File: config.mk
export PLATFORM = sky130hd
export DESIGN_NAME = psum_pass_sequencer
export DESIGN_NICKNAME = d
export VERILOG_FILES = /design/src/rtl/psum_pass_sequencer.sv
export SDC_FILE = /design/constraint.sdc
export NUM_CORES = 1
export LEC_CHECK = 0
export ABC_CLOCK_PERIOD_IN_PS = 6600
export CAP_MARGIN = 20
export CORE_ASPECT_RATIO = 0.6
export CORE_MARGIN = 3
export CORE_UTILIZATION = 48
export CTS_CLUSTER_SIZE = 10
export DETAILED_ROUTE_END_ITERATION = 7
export PLACE_DENSITY = 0.84
export SYNTH_ARGS = -nofsm -noshare
export SYNTH_HDL_FRONTEND = slang
export SYNTH_SLANG_ARGS = --single-unit
File: constraint.sdc
create_clock -name clk -period 6.6 [get_ports clk]
set_clock_uncertainty 0.05 [all_clocks]
set_input_delay 1.98 -clock clk [delete_from_list [all_inputs] [get_ports clk]]
set_output_delay 1.98 -clock clk [all_outputs]
set_load 0.01 [all_outputs]
File: src/rtl/psum_pass_sequencer.sv
// Pass sequencer for one layer: fetches an input tile, fires every macro, gathers
// their done pulses and hands a first/last-tagged psum strobe to the partial-sum adder.
module psum_pass_sequencer #(
   parameter int MACRO_NUM = 4,
   parameter int PASS_NUM  = 9,
   parameter int PIX_W     = 16,
   parameter int TO_CYCLES = 64
) (
   input  logic                 clk,
   input  logic                 rstn,
   input  logic                 start,
   input  logic [PIX_W-1:0]     pix_total,
   input  logic                 in_valid,
   output logic                 in_ready,
   output logic [MACRO_NUM-1:0] macro_start,
   input  logic [MACRO_NUM-1:0] macro_done,
   output logic                 psum_valid,
   output logic                 psum_first,
   output logic                 psum_last,
   output logic [PIX_W-1:0]     pix_cnt,
   output logic                 busy,
   output logic                 layer_done,
   output logic                 timeout_err
);

   localparam int PASS_W = (PASS_NUM > 1) ? $clog2(PASS_NUM) : 1;
   localparam int WAIT_W = $clog2(TO_CYCLES + 1);

   typedef enum logic [2:0] {
      S_IDLE,
      S_FETCH,
      S_ISSUE,
      S_WAIT,
      S_EMIT,
      S_DONE
   } state_t;

   state_t                state_q;
   logic [PASS_W-1:0]     pass_cnt_q;
   logic [PIX_W-1:0]      pix_cnt_q;
   logic [PIX_W-1:0]      pix_total_q;
   logic [MACRO_NUM-1:0]  done_seen_q;
   logic [WAIT_W-1:0]     wait_cnt_q;
   logic                  in_ready_q;
   logic [MACRO_NUM-1:0]  macro_start_q;
   logic                  psum_valid_q;
   logic                  psum_first_q;
   logic                  psum_last_q;
   logic                  busy_q;
   logic                  layer_done_q;
   logic                  timeout_err_q;

   logic [MACRO_NUM-1:0]  done_merged_d;
   logic                  all_done_d;
   logic [WAIT_W-1:0]     wait_inc_d;
   logic                  last_pass_d;
   logic                  last_pix_d;

   // A done pulse arriving in the same cycle as the final missing bit still completes the pass.
   assign done_merged_d = done_seen_q | macro_done;
   assign all_done_d    = &done_merged_d;
   assign wait_inc_d    = wait_cnt_q + WAIT_W'(1);
   assign last_pass_d   = (pass_cnt_q == PASS_W'(PASS_NUM - 1));
   assign last_pix_d    = (pix_cnt_q == (pix_total_q - PIX_W'(1)));

   // Every output is registered: each transition loads the values the next state presents.
   always_ff @(posedge clk or negedge rstn) begin
      if (!rstn) begin
         state_q       <= S_IDLE;
         pass_cnt_q    <= '0;
         pix_cnt_q     <= '0;
         pix_total_q   <= '0;
         done_seen_q   <= '0;
         wait_cnt_q    <= '0;
         in_ready_q    <= 1'b0;
         macro_start_q <= '0;
         psum_valid_q  <= 1'b0;
         psum_first_q  <= 1'b0;
         psum_last_q   <= 1'b0;
         busy_q        <= 1'b0;
         layer_done_q  <= 1'b0;
         timeout_err_q <= 1'b0;
      end else begin
         macro_start_q <= '0;
         psum_valid_q  <= 1'b0;
         psum_first_q  <= 1'b0;
         psum_last_q   <= 1'b0;
         layer_done_q  <= 1'b0;

         case (state_q)
            S_IDLE: begin
               if (start) begin
                  timeout_err_q <= 1'b0;
                  busy_q        <= 1'b1;
                  if (pix_total != '0) begin
                     pix_total_q <= pix_total;
                     pix_cnt_q   <= '0;
                     pass_cnt_q  <= '0;
                     done_seen_q <= '0;
                     wait_cnt_q  <= '0;
                     in_ready_q  <= 1'b1;
                     state_q     <= S_FETCH;
                  end else begin
                     layer_done_q <= 1'b1;
                     state_q      <= S_DONE;
                  end
               end
            end

            S_FETCH: begin
               if (in_valid) begin
                  in_ready_q    <= 1'b0;
                  macro_start_q <= '1;
                  state_q       <= S_ISSUE;
               end
            end

            S_ISSUE: begin
               done_seen_q <= '0;
               wait_cnt_q  <= '0;
               state_q     <= S_WAIT;
            end

            S_WAIT: begin
               done_seen_q <= done_merged_d;
               if (all_done_d) begin
                  psum_valid_q <= 1'b1;
                  psum_first_q <= (pass_cnt_q == '0);
                  psum_last_q  <= last_pass_d;
                  state_q      <= S_EMIT;
               end else begin
                  wait_cnt_q <= wait_inc_d;
                  if (wait_inc_d == WAIT_W'(TO_CYCLES)) begin
                     timeout_err_q <= 1'b1;
                     busy_q        <= 1'b0;
                     state_q       <= S_IDLE;
                  end
               end
            end

            S_EMIT: begin
               if (!last_pass_d) begin
                  pass_cnt_q <= pass_cnt_q + PASS_W'(1);
                  in_ready_q <= 1'b1;
                  state_q    <= S_FETCH;
               end else begin
                  pass_cnt_q <= '0;
                  pix_cnt_q  <= pix_cnt_q + PIX_W'(1);
                  if (last_pix_d) begin
                     layer_done_q <= 1'b1;
                     state_q      <= S_DONE;
                  end else begin
                     in_ready_q <= 1'b1;
                     state_q    <= S_FETCH;
                  end
               end
            end

            S_DONE: begin
               busy_q  <= 1'b0;
               state_q <= S_IDLE;
            end

            default: begin
               busy_q     <= 1'b0;
               in_ready_q <= 1'b0;
               state_q    <= S_IDLE;
            end
         endcase
      end
   end

   assign in_ready    = in_ready_q;
   assign macro_start = macro_start_q;
   assign psum_valid  = psum_valid_q;
   assign psum_first  = psum_first_q;
   assign psum_last   = psum_last_q;
   assign pix_cnt     = pix_cnt_q;
   assign busy        = busy_q;
   assign layer_done  = layer_done_q;
   assign timeout_err = timeout_err_q;

endmodule

==> metrics, run 1 <==
gp weighted congestion=0.886; initial DRC count=219; Internal Power=982 uW; Pwr per Cell Area=380 nW/um2; Clock power frac=30.0%; syn avg cell area=9.31 um2; Yosys reg bits=58; port buffer count=50; Tmin final=4.07 ns; Primary FF master, synth=dfrtp_1; Cells after Synth=348; P_sw=574 uW; slew of the pin with the lowest slew margin=0.780 ns; syn nets=377; CTS root buf=clkbuf_16; Fin Setup TNS=0 ns; Hold Buf Count CTS=0; final core utilization=64.7%; top cell type's share of synthesized area=44.8%; Synth area leader=dfrtp_1; NumNets Final=427; Sw Ratio=36.9%; post-CTS sizing=0; Worst EP required=6.80 ns; CP Class=in -> reg; die height=69.6 um; Final Cycle Share=61.7%; Routed wire per std cell=17.3 um; Max VDD drop=0.174 mV; Final Cell Area=4100 um2; layout cells sized above 1=10.9%; I/O Pins=51; RSZ-0062 raised after global routing=no; YS warnings=0; P_leak=0.00166 uW; synthesis-to-finish area growth=26.5%; commonest non-fill, non-tap cell in the layout=dfrtp_1; Startpoint Class=input pin; first-pass GRT wire length=14.2 mm; final wirelength=8.45 mm; Die ar.=7800 um2; Post-DRT Antenna Nets=0; largest net degree at the start of global routing=59; Critical Path Sink Type=flip-flop; All-Layer GR Usage=22.8%; status=completed; max-slew violations=0; Initial Utilization=51.2%; Die Width=112 um; FP Rows=22; DRC viols=0; core box area=6330 um2; synth unique cells=51; Hold Fails Final Rpt=0; reg2reg setup slack=3.96 ns; Max Fclk=245 MHz; CTS Buffer Depth=2; postcts setup bufs=0; First-pass DRT Iterations=7; async set-reset flop share out of synthesis=100%; vias in the first global route=2782; Comb pwr share=32.6%; Worst-path clk slew=0.05 ns; share of power burned in registers=37.4%; htree depth=3; CTS tree=built; TritonCTS Buffers=9; slowest stage delay, CP=0.68 ns; MaxCap Viol Count=0; DP HPWL=5.89 mm; WP data arrival=4.27 ns; clock latency at the later pin of the worst-skew pair=0.32 ns; worst-path fanout max=5; Slew Limit Headroom=47.9%; Num Clock Sinks=58; Syn Std Cell Area=3240 um2; crit-path cells=clkdlybuf4s50_1, nor4_1, and4_1, o21ai_2, nor3b_1, nand3_1, xor2_1, nor2_1; initial antenna violation count=0; endpoints failing setup=0; commonest cells after routing, fill and taps aside=dfrtp_1 (58), clkdlybuf4s50_1 (49), nor2_1 (40); GR Overflow Total=0; ant diodes=0; placed instance area=3790 um2; Crit-path slowest cell=nor3b_1; EDFF count, synth=0; via/cell ratio=5.93; HP Class=reg -> reg; synth top area cells=dfrtp_1 (45%), xnor2_1 (5.4%), nor2_1 (4.8%); sequential area share after synthesis=44.8%; Via Count=2889
## critical path, delay by kind of cell
| kind | cells | cell delay (ns) |
|---|---|---|
| compound gates | 1 | 0.23 |
| xor+xnor | 1 | 0.18 |
| buf+inv | 1 | 0.52 |
| simple gates | 5 | 1.34 |
## power by group through the flow
stage	logic (uW)	clock network [uW]	registers, uW
final	508	467	581
after global routing	565	489	595
after CTS	505	475	577
after detailed placement	491	0	580
after global placement	474	0	573
after floorplan	389	0	535
## metrics by stage
stage	instances	setup slack [ns]	hold slack (ns)	total power (uW)
final	487	2.53	0.444	1560
after detailed placement	471	2.31	0.436	1070
after floorplan	348	3.09	0.393	924
after global routing	487	2.40	0.469	1650
after CTS	487	2.61	0.448	1560
after global placement	471	2.42	0.430	1050
## area by class of cell
| class | count | area, um2 |
|---|---|---|
| Clock inverter | 6 | 66.3 |
| Sequential cell | 58 | 1450 |
| Multi-Input combinational cell | 267 | 1690 |
| Fill cell | 506 | 2230 |
| Tap cell | 84 | 105 |
| Inverter | 10 | 37.5 |
| Clock buffer | 10 | 239 |
| Timing Repair Buffer | 52 | 510 |
## synthesized netlist by cell type, types with 2 or more instances
master	number
nor3_2	2
nor3b_1	3
buf_4	3
nand3_1	16
o41ai_1	2
mux2_2	12
dfrtp_1	58
o221ai_1	2
nand2b_1	2
nand4_1	10
or3_1	4
and2_1	2
nor2_1	41
and3_1	6
nand2_1	32
a31oi_1	5
nor3_1	12
o21ai_0	26
xnor2_1	20
buf_2	3
a21oi_1	18
ha_1	5
or2_2	2
inv_1	10
clkbuf_1	7
nor4_1	7
xor2_1	14
## registers in the layout, summed over array words and instances (netlist names)
| signal | flops |
|---|---|
| pix_cnt | 16 |
| pix_total_q | 16 |
| wait_cnt_q | 7 |
| done_seen_q | 4 |
| pass_cnt_q | 4 |
| state_q | 3 |
| busy | 1 |
| in_ready | 1 |
| layer_done | 1 |
| macro_start | 1 |
| psum_first | 1 |
| psum_last | 1 |
| psum_valid | 1 |
| timeout_err | 1 |
## logic make-up after synthesis
kind of cell             Yosys count  synth area share [%]
AO/OA/AOI/OAI                     64                  11.7
AND/OR/NAND/NOR                  150                  24.4
multiplexers                      14                  4.83
XOR/XNOR                          34                  9.19
adder cells (fa/ha/maj)            5                  1.93
buffers and inverters             23                  3.13
flip-flops                        58                  44.8
## worst paths after layout
path	start	end	depth (start not counted)
worst max-delay path	pix_total[2]	pix_cnt[13]$_DFFE_PN0P_	8
worst min-delay path	done_seen_q[3]$_DFFE_PN0P_	done_seen_q[3]$_DFFE_PN0P_	2
worst max register to register	state_q[1]$_DFFE_PN0P_	pix_cnt[13]$_DFFE_PN0P_	7
worst min register to register	done_seen_q[3]$_DFFE_PN0P_	done_seen_q[3]$_DFFE_PN0P_	2
max in group asynchronous	rstn	pix_cnt[0]$_DFFE_PN0P_	2
min in group asynchronous	rstn	pix_total_q[1]$_DFFE_PN0P_	2
## per-layer routing
metal,global-route usage [%],share of wire (%)
met1,33.2,46
met2,33.7,44
met5,0,0
met3,5.41,8.8
met4,6.80,1.2
Note: power is estimated with default switching activity, not from simulation.
==> inputs of run 2 (changes only) <==
Settings changed: ABC_CLOCK_PERIOD_IN_PS 6600 to 3500, PLACE_DENSITY 0.84 to 0.86.
Clock period 6.6 ns to 3.5 ns, I/O delays scaled along.
==> metrics, run 2 (same netlist as run 1, synthesis figures left out) <==
Die Width=112 um; Pwr per Cell Area=697 nW/um2; All-Layer GR Usage=22.4%; htree depth=3; final wirelength=8.15 mm; Critical Path Sink Type=flip-flop; CTS Buffer Depth=2; CP endpoint=pix_cnt[15]$_DFFE_PN0P_; slew of the pin with the lowest slew margin=0.772 ns; crit path launch=pix_total[10]; CTS root buf=clkbuf_16; FP Rows=22; gp weighted congestion=0.918; clock latency at the later pin of the worst-skew pair=0.33 ns; commonest cells after routing, fill and taps aside=dfrtp_1 (58), clkdlybuf4s50_1 (49), nor2_1 (40); placed instance area=3830 um2; endpoints failing setup=0; post-CTS sizing=0; Slew Limit Headroom=48.6%; Final Non-Filler Cells=492; Worst EP required=3.65 ns; largest net degree at the start of global routing=36; Tmin final=3.02 ns; First-pass DRT Iterations=5; Hold Fails Final Rpt=0; Via Count=2867; CP Class=in -> reg; Final Cycle Share=86.3%; R2R Path End=in_ready$_DFFE_PN0P_; Final Cell Area=4120 um2; post-layout worst setup margin=0.480 ns; DRC viols=0; final core utilization=65.0%; initial DRC count=170; dpl cells=476; Fin Setup TNS=0 ns; TritonCTS Buffers=9; Max VDD drop=0.379 mV; vias in the first global route=2683; commonest non-fill, non-tap cell in the layout=dfrtp_1; Die ar.=7800 um2; r2r startpoint=pix_total_q[0]$_DFFE_PN0P_; Num Clock Sinks=58; NumNets Final=432; reg2reg setup slack=0.98 ns; synthesis-to-finish area growth=27.0%; HP Class=reg -> reg; Worst-path clk slew=0.05 ns; RSZ-0062 raised after global routing=no; Hold Buf Count CTS=0; core box area=6330 um2; ant diodes=0; postcts setup bufs=0; GR Overflow Total=0; register area=1450 um2; first-pass GRT wire length=13.6 mm; via/cell ratio=5.83; Max Fclk=331 MHz; initial antenna violation count=0; Startpoint Class=input pin; layout cells sized above 1=11.5%; status=completed; port buffer count=50; multi-input logic area=1690 um2; I/O Pins=51; Initial Utilization=51.2%; worst-path fanout max=5; CTS tree=built; Routed wire per std cell=16.6 um; Worst R2R Path Depth=9; MaxCap Viol Count=0; Post-DRT Antenna Nets=0; post-place setup slack=0.192 ns; max-slew violations=0; DP HPWL=5.92 mm; WP data arrival=3.17 ns; P_leak=0.00169 uW; die height=69.6 um; Filler cells=526
run 2: changes by cell type in the layout (fill, tap and decap cells not counted):
cell | before | now
clkinvlp_4 | 3 | 0
bufinv_16 | 1 | 0
clkbuf_8 | 1 | 3
buf_4 | 2 | 7
clkinv_2 | 1 | 2
clkinv_4 | 1 | 0
clkbuf_1 | 0 | 2
run 2: layout make-up:
class | count | area share (%)
tap | 84 | 2.55
clock inverter | 2 | 0.243
inverter | 10 | 0.912
sequential | 58 | 35.3
clock buffer | 14 | 6.66
multi-input combinational | 267 | 41.0
timing repair buffer | 57 | 13.3
run 2: per-layer routing:
| metal | up-vias | GRT usage (%) | part of all wire [%] |
|---|---|---|---|
| li1 | 1352 | - | - |
| met1 | 1387 | 32.3 | 47 |
| met2 | 123 | 30.5 | 44 |
| met3 | 5 | 9.59 | 8.6 |
| met4 | 0 | 6.00 | 0.68 |
| met5 | - | 0 | 0 |
run 2: per-stage QoR:
step                      power, uW  hold WS [ns]
after detailed placement       2020         0.433
after global placement         1990         0.426
final                          2870         0.439
after global routing           3050         0.471
after CTS                      2880         0.444
after floorplan                1740         0.393
run 2: critical path, cell delays in order:
cell             delay, ns
clkdlybuf4s50_1       0.42
nor4_1                0.48
buf_4                 0.20
and4_1                0.26
o21ai_2               0.12
nor3b_1               0.16
buf_4                 0.17
nand3_1               0.09
xor2_1                0.15
nor2_1                0.07
run 2: worst min-delay path by stage:
stage	start	to	slack, ns	cells after the start
after detailed placement	in_ready$_DFFE_PN0P_	in_ready$_DFFE_PN0P_	0.43	1
after CTS	in_ready$_DFFE_PN0P_	in_ready$_DFFE_PN0P_	0.44	1
after global placement	in_ready$_DFFE_PN0P_	in_ready$_DFFE_PN0P_	0.43	1
after floorplan	pass_cnt_q[3]$_DFFE_PN0P_	psum_first$_DFF_PN0_	0.39	1
after global routing	timeout_err$_DFFE_PN0P_	timeout_err$_DFFE_PN0P_	0.47	1
final	in_ready$_DFFE_PN0P_	in_ready$_DFFE_PN0P_	0.44	1
run 2: report_power, final:
part	switching, uW	internal (uW)	total [uW]
Sequential	252	831	1080
Combinational	498	457	955
Clock	297	534	831
